<file path="config.mk">
export PLATFORM = sky130hd
export DESIGN_NAME = minirisc_exec
export DESIGN_NICKNAME = d
export VERILOG_FILES = /design/src/rtl/minirisc_exec.sv
export SDC_FILE = /design/constraint.sdc
export NUM_CORES = 1
export LEC_CHECK = 0
export ABC_AREA = 1
export CORE_ASPECT_RATIO = 0.6
export CORE_MARGIN = 3
export CORE_UTILIZATION = 30
export DETAILED_ROUTE_END_ITERATION = 10
export SYNTH_ARGS = -nofsm -noshare
export SYNTH_HDL_FRONTEND = slang
export SYNTH_SLANG_ARGS = --single-unit
</file>
<file path="constraint.sdc">
create_clock -name clk -period 2.5 [get_ports clk]
set_input_delay 0.5 -clock clk [delete_from_list [all_inputs] [get_ports clk]]
set_output_delay 0.5 -clock clk [all_outputs]
set_load 0.05 [all_outputs]
</file>
<file path="src/rtl/minirisc_exec.sv">
// Purpose : mini-RISC execution core with register file, Z/C flags, optional shift-add MUL and HALT.
// Latency : one cycle per instruction; MUL holds the core for DATA_W enabled cycles after accept.
// Backpressure: instr_ready = ena & IDLE; instr_valid while not ready is ignored, the source holds.
// Option  : define MINIRISC_MUL_EN to build the iterative multiplier (opcode A); otherwise A is a NOP.
module minirisc_exec #(
    parameter int DATA_W = 8,
    parameter int NREGS  = 4
) (
    input  logic              clk,
    input  logic              rst_n,
    input  logic              ena,
    input  logic              instr_valid,
    input  logic [15:0]       instr,
    output logic              instr_ready,
    output logic [DATA_W-1:0] result,
    output logic              result_valid,
    output logic              flag_z,
    output logic              flag_c,
    output logic              halted
);

    typedef enum logic [1:0] {ST_IDLE, ST_MUL, ST_HALT} state_e;

    localparam logic [3:0] OP_LDI  = 4'h1;
    localparam logic [3:0] OP_MOV  = 4'h2;
    localparam logic [3:0] OP_ADD  = 4'h3;
    localparam logic [3:0] OP_SUB  = 4'h4;
    localparam logic [3:0] OP_AND  = 4'h5;
    localparam logic [3:0] OP_OR   = 4'h6;
    localparam logic [3:0] OP_XOR  = 4'h7;
    localparam logic [3:0] OP_SHL  = 4'h8;
    localparam logic [3:0] OP_SHR  = 4'h9;
    localparam logic [3:0] OP_MUL  = 4'hA;
    localparam logic [3:0] OP_OUT  = 4'hB;
    localparam logic [3:0] OP_HALT = 4'hF;

    state_e            state_q, state_d;
    logic [DATA_W-1:0] rf_q [4];
    logic [DATA_W-1:0] result_q;
    logic              result_vld_q;
    logic              flag_z_q, flag_c_q;

    logic              accept;
    logic [3:0]        opcode;
    logic [1:0]        rd_idx, rs_idx;
    logic [DATA_W-1:0] rd_val, rs_val;
    logic [DATA_W:0]   add_full, sub_full;

    logic              wr_en;
    logic [1:0]        wr_idx;
    logic [DATA_W-1:0] wr_val;
    logic              c_upd, c_val;
    logic              out_en;

    logic              mul_done;
    logic [DATA_W-1:0] mul_lo;
    logic              mul_hi_nz;
    logic [1:0]        mul_wr_idx;

    // Register indices wrap modulo NREGS; with two registers only the low bit selects.
    assign opcode   = instr[15:12];
    assign rd_idx   = (NREGS == 2) ? {1'b0, instr[10]} : instr[11:10];
    assign rs_idx   = (NREGS == 2) ? {1'b0, instr[8]}  : instr[9:8];
    assign rd_val   = rf_q[rd_idx];
    assign rs_val   = rf_q[rs_idx];
    assign add_full = {1'b0, rd_val} + {1'b0, rs_val};
    assign sub_full = {1'b0, rd_val} - {1'b0, rs_val};
    assign accept   = instr_valid & instr_ready;

`ifdef MINIRISC_MUL_EN
    localparam int CW = $clog2(DATA_W + 1);

    logic [2*DATA_W-1:0] mcand_q, acc_q, acc_step;
    logic [DATA_W-1:0]   mplier_q;
    logic [CW-1:0]       cnt_q;
    logic [1:0]          mul_rd_q;
    logic                mul_step;

    assign mul_step   = ena && (state_q == ST_MUL);
    assign acc_step   = mplier_q[0] ? (acc_q + mcand_q) : acc_q;
    assign mul_done   = mul_step && (cnt_q == CW'(1));
    assign mul_lo     = acc_step[DATA_W-1:0];
    assign mul_hi_nz  = |acc_step[2*DATA_W-1:DATA_W];
    assign mul_wr_idx = mul_rd_q;

    // Shift-add multiplier: operands latched at accept, one partial-product step per enabled cycle.
    always_ff @(posedge clk or negedge rst_n) begin
        if (!rst_n) begin
            mcand_q  <= '0;
            mplier_q <= '0;
            acc_q    <= '0;
            cnt_q    <= '0;
            mul_rd_q <= '0;
        end else if (accept && opcode == OP_MUL) begin
            mcand_q  <= (2*DATA_W)'(rd_val);
            mplier_q <= rs_val;
            acc_q    <= '0;
            cnt_q    <= CW'(DATA_W);
            mul_rd_q <= rd_idx;
        end else if (mul_step) begin
            acc_q    <= acc_step;
            mcand_q  <= mcand_q << 1;
            mplier_q <= mplier_q >> 1;
            cnt_q    <= cnt_q - CW'(1);
        end
    end
`else
    assign mul_done   = 1'b0;
    assign mul_lo     = '0;
    assign mul_hi_nz  = 1'b0;
    assign mul_wr_idx = '0;
`endif

    // FSM state register.
    always_ff @(posedge clk or negedge rst_n) begin
        if (!rst_n) state_q <= ST_IDLE;
        else        state_q <= state_d;
    end

    // FSM next state: MUL and HALT entered on accept; HALT only exits through reset.
    always_comb begin
        state_d = state_q;
        case (state_q)
            ST_IDLE: begin
                if (accept && opcode == OP_HALT) state_d = ST_HALT;
`ifdef MINIRISC_MUL_EN
                else if (accept && opcode == OP_MUL) state_d = ST_MUL;
`endif
            end
            ST_MUL:  if (mul_done) state_d = ST_IDLE;
            ST_HALT: state_d = ST_HALT;
            default: state_d = ST_IDLE;
        endcase
    end

    // FSM outputs: ready only while enabled and idle.
    always_comb begin
        instr_ready = ena && (state_q == ST_IDLE);
        halted      = (state_q == ST_HALT);
    end

    // Decode/execute: register write, carry update and OUT capture for the accepted instruction.
    always_comb begin
        wr_en  = 1'b0;
        wr_idx = rd_idx;
        wr_val = rd_val;
        c_upd  = 1'b0;
        c_val  = flag_c_q;
        out_en = 1'b0;
        if (mul_done) begin
            wr_en  = 1'b1;
            wr_idx = mul_wr_idx;
            wr_val = mul_lo;
            c_upd  = 1'b1;
            c_val  = mul_hi_nz;
        end else if (accept) begin
            case (opcode)
                OP_LDI: begin wr_en = 1'b1; wr_val = DATA_W'(instr[7:0]); end
                OP_MOV: begin wr_en = 1'b1; wr_val = rs_val; end
                OP_ADD: begin
                    wr_en = 1'b1; wr_val = add_full[DATA_W-1:0];
                    c_upd = 1'b1; c_val  = add_full[DATA_W];
                end
                OP_SUB: begin
                    wr_en = 1'b1; wr_val = sub_full[DATA_W-1:0];
                    c_upd = 1'b1; c_val  = sub_full[DATA_W];
                end
                OP_AND: begin wr_en = 1'b1; wr_val = rd_val & rs_val; end
                OP_OR:  begin wr_en = 1'b1; wr_val = rd_val | rs_val; end
                OP_XOR: begin wr_en = 1'b1; wr_val = rd_val ^ rs_val; end
                OP_SHL: begin
                    wr_en = 1'b1; wr_val = rd_val << 1;
                    c_upd = 1'b1; c_val  = rd_val[DATA_W-1];
                end
                OP_SHR: begin
                    wr_en = 1'b1; wr_val = rd_val >> 1;
                    c_upd = 1'b1; c_val  = rd_val[0];
                end
                OP_OUT: out_en = 1'b1;
                default: ;
            endcase
        end
    end

    // Register file write port.
    always_ff @(posedge clk or negedge rst_n) begin
        if (!rst_n) begin
            for (int i = 0; i < 4; i++) rf_q[i] <= '0;
        end else if (wr_en) begin
            rf_q[wr_idx] <= wr_val;
        end
    end

    // Flags: Z follows every register write, C only on the ops that define it.
    always_ff @(posedge clk or negedge rst_n) begin
        if (!rst_n) begin
            flag_z_q <= 1'b0;
            flag_c_q <= 1'b0;
        end else begin
            if (wr_en) flag_z_q <= (wr_val == '0);
            if (c_upd) flag_c_q <= c_val;
        end
    end

    // OUT capture: result holds until the next OUT, valid is a single-cycle pulse.
    always_ff @(posedge clk or negedge rst_n) begin
        if (!rst_n) begin
            result_q     <= '0;
            result_vld_q <= 1'b0;
        end else begin
            result_vld_q <= out_en;
            if (out_en) result_q <= rd_val;
        end
    end

    assign result       = result_q;
    assign result_valid = result_vld_q;
    assign flag_z       = flag_z_q;
    assign flag_c       = flag_c_q;

endmodule

</file>
* Word-level counts from Yosys, hierarchy flattened
Cells that the tools add are included.
Operators by class: muxes and demuxes 20, bitwise operators 7, eq/ne operators 14, $add $sub $neg 2, magnitude comparators 3, reductions and logical operators 10
Operators with widths (number):
- $pmux W8 S9 | 1
- $mux W8 | 6
- $bmux W8 S2 | 2
- $bwmux W32 | 1
- $demux W8 S2 | 1
- $eq A4 B3 Y1 const B | 4
- $eq A4 B4 Y1 const B | 4
- $add A8 B8 Y9 | 1
- $reduce_or A9 Y1 | 1
- $sub A8 B8 Y9 | 1
- $and A8 B8 Y8 | 1
- $eq A4 B2 Y1 const B | 2
- $logic_not A8 Y1 | 1
- $or A8 B8 Y8 | 1
- $xor A8 B8 Y8 | 1
- $ge A3 B3 Y1 const B | 2
- $mux W1 | 6
- $not A2 Y3 | 2
- $pmux W2 S3 | 1
- $eq A4 B1 Y1 const B | 1
- $pmux W1 S4 | 1
- $reduce_bool A4 Y1 | 1
- $reduce_or A4 Y1 | 1
- $logic_and A1 B1 Y1 | 3
- other kinds (10) | 10
Storage, ports and cells: logic and storage cells 65, bits in registers 45

* Longest topological paths before layout
Gate-level depths: netlist of run 1.
word-level depth 8, gate-level depth with buffers 23, depth with buffers taken out 21

* Least setup slack after synthesis of run 1
No wires, ideal clock.
kind in2reg, from input instr[8], to register flag_z_q, in the netlist flag_z, buffers on the path 2, setup time 0.066 ns, arrival time 2.742 ns, cell stages on the path 20, slack -0.308 ns, path through buf_2 -> buf_1 -> a21oi_1 -> o21ai_0 -> nand2_1 -> inv_1 -> ha_1 -> inv_1 -> fa_1 -> inv_1 -> nand3_1 -> nand2_1 -> a21boi_0 -> o21ai_1 -> nand2_1 -> nor2_4 -> nand3_1 -> nor2_1 -> nand3_1 -> nand2_1
Between the ends: word-level cells in the longest chain between the ends 8, elaborated cells on any way between the ends 12, classes of those cells add/sub (2); mux (5); bitwise (4); reduce/logical (1)
Ends and longest elaborated chain:
- from (decl) | line 13 | input logic [15:0] instr,
- $not A2 Y3 (implied by the code) (*) | line 65 | assign rs_val = rf_q[rs_idx];
- $bmux W8 S2 (*) | line 65
- $mux W8 (implied by the code) (*) (2 in series) | line 65
- $sub A8 B8 Y9 (tied with other cells) | line 67 | assign sub_full = {1'b0, rd_val} - {1'b0, rs_val};
- $pmux W8 S9 (*) | line 157 | case (opcode)
- $mux W8 (*) | line 156 | end else if (accept) begin
- $logic_not A8 Y1 (*) | line 200 | if (wr_en) flag_z_q <= (wr_val == '0);
- to (signal assigned) | line 200
- to (decl) | line 41 | logic flag_z_q, flag_c_q;
Mark *: on every way between the ends. The rest lies on a longest branch, timed or not. The select of a mux whose other input is x is not followed. A chain may end at the register's enable or synchronous reset.

* Worst setup path after layout of run 1
from input instr[10], to register flag_z_q, in the netlist flag_z
Between the ends: word-level cells in the longest chain between the ends 8, elaborated cells on any way between the ends 12, classes of those cells add/sub (2); mux (5); bitwise (4); reduce/logical (1)
Ends and longest elaborated chain:
- $not A2 Y3 (implied by the code) (*) | line 64 | assign rd_val = rf_q[rd_idx];
- $bmux W8 S2 (*) | line 64
- $mux W8 (implied by the code) (*) (2 in series) | line 64
- via rd_val[1] | line 46 | logic [DATA_W-1:0] rd_val, rs_val;
- $sub A8 B8 Y9 (tied with other cells) | line 67
- $pmux W8 S9 | line 157
- $mux W8 (*) | line 156
- $logic_not A8 Y1 (*) | line 200
The timed path passes the listed nets; every way through them passes the cells marked *. The select of a mux whose other input is x is not followed.

==> flow_summary_export.csv, run 1 <==
group,metric,value,unit
run_status,outcome,"complete, but fails checks",
run_status,violations,"setup timing",
logic_synthesis,synth-edff-count,0,
clock_tree,htree_num_levels,2,
global_route,grt_usage,0.2035,
critical_path,required,2.73,ns
critical_path,critical_path.max_stage_delay,0.46,ns
sta,max_slew_margin,0.6663,
power,powerDensity,311.8,nW/µm²
die,core,12180,µm²
critical_path,end_kind,"flip-flop",
clock_tree,clock-root-buffer,"clkbuf_16",
critical_path,path_max_fanout,6,
die,dieWidth,151.0,µm
power,leakagePower,0.002899,µW
critical_path,crit_chain,"buf_6 > bufbuf_16 > nand3_1 > nand4_1 > buf_6 > fa_2 > xnor2_2 > nand2_1 > nand3_1 > nor2_1 > nand4_1 > nand2_2 > nand2_1 > nor2_2 > nand3_1 > nand2_1",
logic_synthesis,synth-seq-cells,44,
sta,hold_violations,0,
clock_tree,clk_pin_slew_worst_paths,0.06,ns
layout,fin_area,5824,µm²
die,rows,31,
routing,routed_wl,14.46,mm
power,p_total,1816,µW
clock_tree,numCtsBuffers,5,
clock_tree,insertion_delay,0.28,ns
placed_design,gp_congestion,0.9759,
sta,max_slew.worst_pin.slew,0.4990,ns
logic_synthesis,ys_seq_area_frac,0.2909,
hold_path,timing.hold.worst.class,"in2async",
layout,drive_above_1_share,0.3303,
clock_tree,postCtsHoldBufs,0,
sta,rsz0062_at_grt,"true",
global_route,grt_max_degree,25,
die,die_h,93.01,µm
die,start_util,0.3108,
sta,max_freq,0.3951,GHz
flow_run,cap_violations,0,
logic_synthesis,synth_top_cell_by_area,"dfrtp_1",
routing,drt_iter0_drc,514,
routing,drt_pass1_iterations,6,
clock_tree,cts_tree,"built",
power,peakVddDrop,0.2773,mV
logic_synthesis,synthArstFlopShare,1.000,
critical_path,crit_family,"simple AND/OR/NAND/NOR gates",
logic_synthesis,yosysWarnings,0,
logic_synthesis,synth_flop_cell,"dfrtp_1",
layout,fillers,1207,
global_route,antenna_found_initial,0,
critical_path,worstReg2RegStart,"rf_q[16]",
logic_synthesis,synthCells,608,
logic_synthesis,synth.most_common_cell,"nand2_1",
placed_design,port-buffer-count,32,
sta,setup_viol,1,
logic_synthesis,synth_top_area_frac,0.2909,
sta,setup_tns,-0.03073,ns
placed_design,pre_cts_ws,-0.8466,ns
routing,post-route-drc-count,0,
routing,wire_per_inst,15.64,µm
critical_path,arrival,2.76,ns
routing,vias_per_cell,4.882,
critical_path,path_buf_inv,3,
sta,worst_slack,-0.03073,ns
clock_tree,cts.sinks,44,
logic_synthesis,synthesis.nets,654,
die,die-area,14040,µm²
global_route,grt_pass1_vias,4218,
critical_path,critPathKind,"in2reg",
sta,finalCriticalPeriod,2.531,ns
logic_synthesis,synthTopCellsByCount,"nand2_1 (238), inv_1 (62), nand3_1 (60)",
clock_tree,cts_buffer_depth,2,
layout,diodes,0,
layout,fin_util,0.4782,
routing,routed-via-count,4516,
critical_path,r2r_setup_slack,0.01,ns
critical_path,critPathLaunchType,"input port",
sta,period_share,1.012,
global_route,grt_pass1_wl,22.30,mm
placed_design,post_dp_cell_area,5110,µm²
critical_path,r2r-end,"flag_z",
critical_path,cp_slowest_cell,"fa_2",
placed_design,dp_hpwl,11.24,mm
logic_synthesis,synthTopCellsByArea,"dfrtp_1 (29%), nand2_1 (24%), ha_1 (7.9%)",
layout,nets,805,
sta,finClkSkew,0.003288,ns
logic_synthesis,synth.distinct_cells,32,
die,ios,33,
logic_synthesis,syn_area,3785,µm²
sta,slew_viol_final,0,
global_route,grt-ovfl-total,0,
routing,postRouteAntennaNets,0,
logic_synthesis,syn_area_per_cell,6.225,µm²
layout,syn_to_final_growth,53.88,%
critical_path,reg2reg_depth,16,
[worst max-delay path by stage]
stage / depth (start not counted) / slack [ns] / endpoint / startpoint
floorplan: 16 / -0.02 / flag_z / instr[10]
global placement: 19 / -0.85 / flag_z / instr[10]
detailed placement: 17 / -0.85 / flag_z / instr[10]
CTS: 19 / -0.001 / flag_z / instr[8]
global route: 16 / -0.10 / flag_z / rf_q[16]
finish: 16 / -0.03 / flag_z / instr[10]
[cell type report]
type,count,area (µm²),share of cell area
Clock inverter,1,7.507,0.001289
Multi-Input combinational cell,481,2701,0.4638
Timing Repair Buffer,161,1401,0.2406
Tap cell,165,206.4,0.03545
Clock buffer,7,142.6,0.02449
Inverter,66,264.0,0.04533
Sequential cell,44,1101,0.1890
[cells in the final DEF, fill, tap and decap left out, types with 7 or more instances in the layout]
cell type,Yosys,layout
nand3_2,2,13
nand2_2,3,24
nand3_1,60,48
nand2_1,238,215
ha_4,0,7
o21ai_0,46,32
inv_1,62,47
clkdlybuf4s50_1,0,26
a21oi_1,16,10
dfrtp_1,44,44
nor2_2,7,15
nor2_1,51,39
ha_1,24,13
buf_4,3,114
o21ai_1,6,15
inv_2,3,14
nand4_1,10,10
buf_6,1,10
[per-stage QoR]
stage	cells	hold slack, ns
final	925	0.1772
after global routing	925	0.2265
after CTS	921	0.1937
after detailed placement	897	0.4703
after global placement	897	0.4671
after floorplan	608	0.2044
[power breakdown]
group | leakage, µW | internal, µW | switching (µW) | total (µW)
combinational | 0.00223 | 199 | 224 | 423
sequential | 0.000599 | 712 | 0 | 712
clock | 0.0000701 | 399 | 283 | 682
total | 0.00290 | 1310 | 507 | 1820
[layer usage]
layer  share of wire  track usage
met5               0            0
met4          0.0059      0.01508
met1            0.50       0.3212
met3            0.11      0.06150
met2            0.39       0.2790
[flip-flops by register name, summed over array words and instances, names as in the netlist]
register	count
flag_c	1
flag_z	1
result	8
result_valid	1
rf_q	32
state_q	1
[cells by family (layout without fill, tap and decap cells)]
family,count (synthesis),count (layout),share of synthesized area
xor+xnor,2,2,0.004629
simple gates,379,379,0.4225
compound gates,74,74,0.1022
buf+inv,83,235,0.08991
fa+ha+maj,26,26,0.08992
flops,44,44,0.2909
[repair_timing]
item	CTS	global route
endpoints found under the setup margin	32	30
endpoints found under the hold margin	0	0
pin swaps	24	42
buffers inserted	14	5
gates resized for setup	50	89
cloned	2	0
No activity file was read; power rests on OpenSTA's default activity.
==> run 2: changes to the inputs <==
--- a/config.mk
+++ b/config.mk
@@ -6,10 +6,14 @@
 export NUM_CORES = 1
 export LEC_CHECK = 0
 export ABC_AREA = 1
+export CELL_PAD_IN_SITES_DETAIL_PLACEMENT = 0
+export CELL_PAD_IN_SITES_GLOBAL_PLACEMENT = 1
 export CORE_ASPECT_RATIO = 0.6
 export CORE_MARGIN = 3
 export CORE_UTILIZATION = 30
+export CTS_CLUSTER_SIZE = 12
 export DETAILED_ROUTE_END_ITERATION = 10
+export PLACE_DENSITY_LB_ADDON = 0.1
 export SYNTH_ARGS = -nofsm -noshare
 export SYNTH_HDL_FRONTEND = slang
 export SYNTH_SLANG_ARGS = --single-unit
==> run 2 against run 1 <==
The flow still finishes with violations (setup timing); register-to-register slack about the same; critical path depth up 1; flip-flop and latch count unchanged; non-clock buffer count up 14; clock power up 8.9%; routed wire length up 1.2%; maximum frequency up 0.55%; worst setup slack better by 0.014 ns.
==> flow_summary_export.csv, run 2 (synthesis gave the netlist of run 1 again) <==
group,metric,value,unit
sta,hold_violations,0,
sta,hold_ws,0.07432,ns
placed_design,gp_congestion,0.9365,
critical_path,path_max_fanout,8,
critical_path,worstReg2RegStart,"rf_q[8]",
sta,max_slew_margin,0.6666,
sta,finalCriticalPeriod,2.517,ns
critical_path,reg2reg_depth,17,
critical_path,end_kind,"flip-flop",
global_route,grt_max_degree,23,
critical_path,r2r-end,"flag_z",
clock_tree,clk_pin_slew_worst_paths,0.07,ns
routing,wire_per_inst,15.59,µm
global_route,antenna_found_initial,0,
placed_design,pre_cts_ws,-0.8275,ns
flow_run,cap_violations,0,
routing,vias_per_cell,4.755,
sta,worst_slack,-0.01698,ns
layout,top_register,"rf_q",
clock_tree,htree_num_levels,2,
run_status,violations,"setup timing",
global_route,grt_pass1_vias,4132,
clock_tree,postCtsHoldBufs,0,
critical_path,r2r_setup_slack,0.01,ns
routing,post-route-drc-count,0,
critical_path,required,2.72,ns
power,leakagePower,0.002973,µW
critical_path,critPathKind,"in2reg",
hold_path,timing.hold.worst.class,"in2async",
sta,max_freq,0.3973,GHz
sta,max_slew.worst_pin.slew,0.4985,ns
die,core,12180,µm²
layout,nets,819,
critical_path,arrival,2.74,ns
power,peakVddDrop,0.2354,mV
die,die_h,93.01,µm
global_route,grt-ovfl-total,0,
critical_path,cp-startpoint,"instr[8]",
run_status,outcome,"complete, but fails checks",
die,die-area,14040,µm²
routing,postRouteAntennaNets,0,
sta,finClkSkew,0.01423,ns
die,ios,33,
placed_design,dp_hpwl,11.64,mm
layout,drive_above_1_share,0.3307,
power,powerDensity,320.8,nW/µm²
die,start_util,0.3108,
sta,setup_viol,1,
sta,period_share,1.007,
routing,routed-via-count,4465,
critical_path,critPathLaunchType,"input port",
clock_tree,cts.sinks,44,
routing,drt_iter0_drc,289,
layout,layout_common_cells,"nand2_1 (221), buf_4 (135), inv_1 (49)",
die,dieWidth,151.0,µm
clock_tree,insertion_delay,0.29,ns
clock_tree,numCtsBuffers,5,
sta,slew_viol_final,0,
layout,largest_reg_flops,32,
layout,syn_to_final_growth,55.57,%
placed_design,port-buffer-count,32,
sta,rsz0062_at_grt,"true",
routing,routed_wl,14.64,mm
routing,drt_pass1_iterations,5,
global_route,grt_pass1_wl,22.54,mm
sta,setup_tns,-0.01698,ns
clock_tree,cts_tree,"built",
layout,final_common_cell,"nand2_1",
die,rows,31,
clock_tree,clock-root-buffer,"clkbuf_16",
global_route,grt_usage,0.2093,
clock_tree,cts_buffer_depth,2,
layout,fillers,1255,
layout,diodes,0,
[run 2: cell types whose count changed in the layout (fill, tap and decap cells not counted), sizes merged]
cell,change
buf,+15
bufbuf,-1
bufinv,+1
clkbuf,-1
clkinv,+1
clkinvlp,-1
[run 2: cell type report]
cell class / count / area, µm² / area share
clock buffer: 6 / 128.9 / 0.02189
clock inverter: 2 / 35.03 / 0.005950
inverter: 66 / 261.5 / 0.04441
multi-input combinational: 481 / 2679 / 0.4550
sequential: 44 / 1101 / 0.1870
tap: 165 / 206.4 / 0.03506
timing repair buffer: 175 / 1476 / 0.2507
[run 2: worst max-delay path by stage]
stage / cells past startpoint / slack (ns) / end
2_1_floorplan: 16 / -0.02 / flag_z
3_3_place_gp: 19 / -0.90 / flag_z
3_5_place_dp: 19 / -0.83 / flag_z
4_1_cts: 16 / -0.04 / flag_z
5_1_grt: 17 / -0.10 / flag_z
6_report: 17 / -0.02 / flag_z
[run 2: routing by layer]
metal	vias up	routed length (µm)	track usage
li1	2254	-	-
met1	2079	8010	0.3441
met2	125	5724	0.2831
met3	7	823	0.03971
met4	0	81	0.02489
met5	-	0	0
[run 2: through the flow]
| step | utilization | power, µW | area [µm²] | std cells |
|---|---|---|---|---|
| after floorplan | - | 883.9 | 3860 | 608 |
| after global placement | 0.4263 | 1078 | 5192 | 908 |
| after detailed placement | 0.4263 | 1078 | 5192 | 908 |
| after CTS | 0.4586 | 1868 | 5585 | 931 |
| after global routing | 0.4835 | 1977 | 5888 | 939 |
| final | 0.4835 | 1889 | 5888 | 939 |
[run 2: power by group]
| part | switching, µW | internal [µW] |
|---|---|---|
| logic | 228 | 206 |
| registers | 0 | 712 |
| clock network | 272 | 470 |
| total | 501 | 1390 |
[run 2: timing repair]
action	4_1_cts	5_1_grt
setup endpoints to repair	34	30
buffers inserted	14	8
pin swaps	17	38
cloned	1	0
gates resized for setup	51	66
[run 2: worst max-delay path, stage by stage]
cell      delay, ns
buf_6          0.09
buf_8          0.14
o21ai_2        0.18
nand2_2        0.08
inv_2          0.09
ha_4           0.15
inv_2          0.03
fa_2           0.51
nand3b_1       0.10
nand2_1        0.06
nor2_2         0.10
nand3_2        0.12
o21ai_2        0.18
nand3_1        0.10
nor2_2         0.16
nand3_1        0.08
nand2_1        0.07
